$ cat config.mk
export PLATFORM = sky130hd
export DESIGN_NAME = huffman_enc_arb
export DESIGN_NICKNAME = d
export VERILOG_FILES = /design/src/rtl/huffman_enc_arb.sv
export SDC_FILE = /design/constraint.sdc
export NUM_CORES = 1
export LEC_CHECK = 0
export CAP_MARGIN = 10
export CORE_MARGIN = 2
export CORE_UTILIZATION = 45
export DETAILED_ROUTE_END_ITERATION = 8
export GPL_ROUTABILITY_DRIVEN = 0
export PLACE_DENSITY_LB_ADDON = 0.05
export SYNTH_ARGS = -nofsm -noshare
export SYNTH_HDL_FRONTEND = slang
export SYNTH_SLANG_ARGS = --single-unit
$ cat constraint.sdc
create_clock -name clk -period 4.64 [get_ports clk]
set_input_delay 0.928 -clock clk [delete_from_list [all_inputs] [get_ports clk]]
set_output_delay 0.928 -clock clk [all_outputs]
set_load 0.01 [all_outputs]
$ cat src/rtl/huffman_enc_arb.sv
// huffman_enc_arb: round-robin burst scheduler sharing one Huffman_enc packer among N sources,
// zero-padding every burst so each requester's segment ends on a W-bit boundary.
module huffman_enc_arb #(
  parameter int W     = 8,
  parameter int C     = 4,
  parameter int N     = 4,
  parameter int BURST = 8
) (
  input  logic                  clk,
  input  logic                  rst,
  input  logic [N-1:0]          req_valid,
  output logic [N-1:0]          req_ready,
  input  logic [N*W-1:0]        req_d,
  input  logic [N*C-1:0]        req_w,
  input  logic [N-1:0]          req_last,
  output logic [W-1:0]          enc_d_in,
  output logic [C-1:0]          enc_w_in,
  output logic                  enc_en_in,
  output logic [$clog2(N)-1:0]  grant_id,
  output logic                  grant_vld,
  output logic                  busy
);
  localparam int GW = $clog2(N);
  localparam int BW = $clog2(W);
  localparam int SW = $clog2(BURST + 1);
  typedef enum logic [1:0] {IDLE, ARB, XFER, PAD} state_t;
  state_t state, state_n;
  logic [GW-1:0] rr_ptr, sel, idx;
  logic found, acc, burst_end;
  logic [BW-1:0] bit_cnt, bit_nx;
  logic [SW-1:0] sym_cnt;
  logic [C-1:0] w_in, w_eff;
  logic [C:0] sum;
  always_comb begin
    sel = '0;
    idx = '0;
    found = 1'b0;
    for (int k = 1; k <= N; k++) begin
      idx = GW'((int'(rr_ptr) + k) % N);
      if (!found && req_valid[idx]) begin
        sel = idx;
        found = 1'b1;
      end
    end
  end
  assign acc       = state == XFER && req_valid[grant_id];
  assign req_ready = acc ? (N'(1) << grant_id) : '0;
  assign w_in      = req_w[int'(grant_id)*C +: C];
  assign w_eff     = w_in > C'(W) ? C'(W) : w_in;
  assign sum       = {1'b0, w_eff} + (C+1)'(bit_cnt);
  assign bit_nx    = sum >= (C+1)'(W) ? BW'(sum - (C+1)'(W)) : BW'(sum);
  assign burst_end = sym_cnt == SW'(BURST - 1);
  assign busy      = state != IDLE;
  // A burst ends on BURST symbols, on last, or as soon as the owner has nothing to send.
  always_comb begin
    state_n = state == IDLE ? (|req_valid ? ARB : IDLE)
            : state == ARB  ? (found ? XFER : IDLE)
            : state == XFER ? ((!acc || burst_end || req_last[grant_id]) ? PAD : XFER)
            : ARB;
  end
  always_ff @(posedge clk or negedge rst) begin
    if (!rst) begin
      state     <= IDLE;
      rr_ptr    <= GW'(N - 1);
      bit_cnt   <= '0;
      sym_cnt   <= '0;
      enc_d_in  <= '0;
      enc_w_in  <= '0;
      enc_en_in <= 1'b0;
      grant_id  <= '0;
      grant_vld <= 1'b0;
    end else begin
      state     <= state_n;
      grant_vld <= state_n == XFER || state_n == PAD;
      enc_en_in <= 1'b0;
      if (state == ARB && found) begin
        grant_id <= sel;
        rr_ptr   <= sel;
        sym_cnt  <= '0;
      end
      if (acc) begin
        enc_d_in  <= req_d[int'(grant_id)*W +: W];
        enc_w_in  <= w_eff;
        enc_en_in <= w_eff != '0;
        sym_cnt   <= sym_cnt + 1'b1;
        bit_cnt   <= bit_nx;
      end
      if (state == PAD && bit_cnt != '0) begin
        enc_d_in  <= '0;
        enc_w_in  <= C'(W) - C'(bit_cnt);
        enc_en_in <= 1'b1;
        bit_cnt   <= '0;
      end
    end
  end
endmodule

==> results by group <==
Worst setup path
  • Worst r2r dst: bit_cnt[2]$_DFFE_PN0P_
  • CP max stage cell: clkdlybuf4s50_1
  • CP arrival: 2380 ps
  • R2R setup slack: ~1500 ps
  • Cell-by-cell trace of the critical path: clkdlybuf4s50_1 > nor4b_1 > clkdlybuf4s50_1
  • CP required: 3710 ps
  • Crit end category: output pin
  • Startpoint Class: input port
  • Max FO, Critical Path: 6
  • Crit path kind: input port to output pin
  • Worst r2r path cells: 8
  • Critical path's most frequent cell: clkdlybuf4s50_1
  • CP max stage delay: about 610 ps
  • Worst r2r src: grant_id[0]$_DFFE_PN0P_

STA
  • Final TNS setup: 0 ps
  • RSZ-0062 raised after global routing: no
  • Hold_ws: roughly 520 ps
  • Slew of the pin with the lowest slew margin: around 1200 ps
  • Max-slew headroom: 20.2%
  • Highest Clock Rate: 0.303 GHz
  • Slew Viols, Final: 0
  • Final period util: 71.2%
  • Fin. Hold Viols: 0
  • Min Tclk post-route: ~3300 ps
  • Endpoints failing setup: 0
  • Clock Skew: 6.11 ps

Clock tree
  • Num Clock Sinks: 27
  • CTS Buf Count: 3
  • Number of gates resized after CTS: 0
  • Setup repair bufs after CTS: 0
  • Worst-skew pair later-pin latency: around 270 ps
  • Cts hold-fix bufs: 0
  • CTS tree: yes
  • Clk buf depth: 2
  • H-tree depth: 1
  • Root buf cell: clkbuf_8
  • Clock transition at the registers of the reported paths: about 90 ps

Power and ir drop
  • Power Density: 486 nW/µm²
  • Lkg Pwr: 1.07 nW
  • Tot Pwr: between 1 and 1.5 mW
  • Max VDD drop: 0.255 mV

Synthesis
  • Ys async rst share: between 90% and 100%
  • Post-synth EDFFs: 0
  • Mean Syn Cell Area: 10.3 µm²
  • Synth Instances: 167
  • Unique masters post-synth: a little over 40
  • Syn Std Cell Area: 1710 µm²
  • Ys Warns: 0
  • #FFs+latches synth: 27
  • Syn_nets: 230
  • Seq/Total Area, Yosys: 39.6%
  • Dominant synthesized flop cell: dfrtp_1

Floorplan
  • # rows: 22
  • Die Y: 65.7 µm
  • Die area: 4320 µm²
  • Initial core utilization: around 47%
  • IO Pins: 79
  • Die width: 65.7 µm
  • Core box area: 3660 µm²

GRT
  • Grt ovf: 0
  • GRT Total Usage: between 20% and 30%
  • Pin count of the biggest net entering global routing: 28
  • Global-route wire length before repair: 7.12 mm
  • Number of global-route vias before repair: 1,604
  • Antenna violations before repair: 0

Min path
  • Hold Crit Depth: 1
  • Hold_sp: sym_cnt[3]$_DFFE_PN0P_
  • WHS Endpoint: sym_cnt[3]$_DFFE_PN0P_
  • Hold Path Class: flip-flop to flip-flop

Placement
  • PortBufs: 78
  • Hpwl dp: 3.60 mm
  • Placed Cells: 283

Cells and area
  • Layout Nets: 303
  • Area Overhead vs Synth: 48.9%
  • # fillers: 300
  • Most frequent cells in the layout: clkdlybuf4s50_1, nand2_1, dfrtp_1, nand3_1, mux4_2
  • Finished Layout Cells: around 290
  • Diode count: 0
  • Share of layout cells above drive strength 1: 7.95%
  • Most common cell after layout, fill and taps aside: clkdlybuf4s50_1

Run
  • Total of max-cap violations: 0

Drt
  • DR WL/cell: 15.7 µm
  • Drt first-iter violations: around 100
  • Final ANT Viol Nets: 0
  • WL final: 4.50 mm
  • Vias per inst: 5.54
  • Vias: approximately 1,600
  • Drt first pass iters: 4
  • DRC: 0

Outcome
  • Run status: finished, final reports clean
==> cell type report <==
| type | instances | area, µm² | area share (%) |
|---|---|---|---|
| multi-input combinational | 123 | 956 | 37.5 |
| clock inverter | 1 | 5.00 | 0.196 |
| clock buffer | 3 | 41.3 | 1.62 |
| sequential | 27 | 678 | 26.6 |
| timing repair buffer | 79 | 788 | 30.9 |
| inverter | 6 | 22.5 | 0.883 |
| tap | 48 | 60.1 | 2.35 |
==> sequential cells by signal, indices dropped and copies added, names as in the netlist <==
| name | flops |
|---|---|
| enc_d_in | 8 |
| grant_id | 2 |
| enc_en_in | 1 |
| bit_cnt | 3 |
| sym_cnt | 4 |
| enc_w_in | 4 |
| rr_ptr | 2 |
| grant_vld | 1 |
| state | 2 |
==> metrics by stage <==
stage / cell area, µm² / setup WS, ps / utilization, %
after floorplan: 1710 / 1830 / -
after global placement: 2500 / 1380 / 68.4
after detailed placement: 2500 / 1260 / 68.4
after CTS: 2550 / 1330 / 69.7
after global routing: 2550 / 1200 / 69.7
final: 2550 / 1330 / 69.7
==> power by group <==
part / internal [mW] / total [mW] / leakage (nW) / switching (mW)
logic: 0.376 / 0.647 / 0.702 / 0.271
clock network: 0.0602 / 0.133 / 0.0255 / 0.0729
registers: 0.328 / 0.460 / 0.343 / 0.132
==> synthesized netlist by cell type (3+ instances only) <==
master,n,area (µm²)
nor2_1,8,30.0
mux4_2,10,225
nor4_1,3,18.8
nand2b_1,4,25.0
ha_1,4,50.1
inv_1,6,22.5
mux4_1,4,105
nand2_1,33,124
nand3_1,12,60.1
a21oi_1,4,20.0
a31oi_1,3,18.8
o21ai_0,9,45.0
buf_2,6,30.0
dfrtp_1,25,626
==> cell families after synthesis <==
group	count (synthesis)	share of synthesized area [%]
buffers and inverters	17	4.60
xor gates and xnor gates	2	1.02
DFF	27	39.6
and+or+nand+nor	75	21.5
AOI/OAI and AO/OA	27	9.93
adders and majority gates	5	4.09
muxes	14	19.3
==> worst max-delay path by stage <==
| stage | startpoint | slack, ps | to |
|---|---|---|---|
| global route | grant_id[0]$_DFFE_PN0P_ | 1200 | req_ready[1] |
| floorplan | req_w[15] | 1830 | bit_cnt[2]$_DFFE_PN0P_ |
| detailed placement | req_valid[1] | 1260 | sym_cnt[2]$_DFFE_PN0P_ |
| CTS | req_valid[0] | 1330 | req_ready[0] |
| finish | req_valid[0] | 1330 | req_ready[0] |
| global placement | req_valid[0] | 1380 | req_ready[0] |
==> layer usage <==
metal  share of wire, %  track usage [%]  vias up
met5                  0                0        -
li1                   -                -      752
met3                6.4             5.65        8
met1                 38             24.9      765
met4                1.3             7.03        0
met2                 54             39.1       64
==> worst max-delay path: cells and delay by family <==
| kind | cells | cell delay, ps |
|---|---|---|
| buf+inv | 2 | 1160 |
| simple gates | 1 | 290 |
Power figures use the tool's default switching activity.
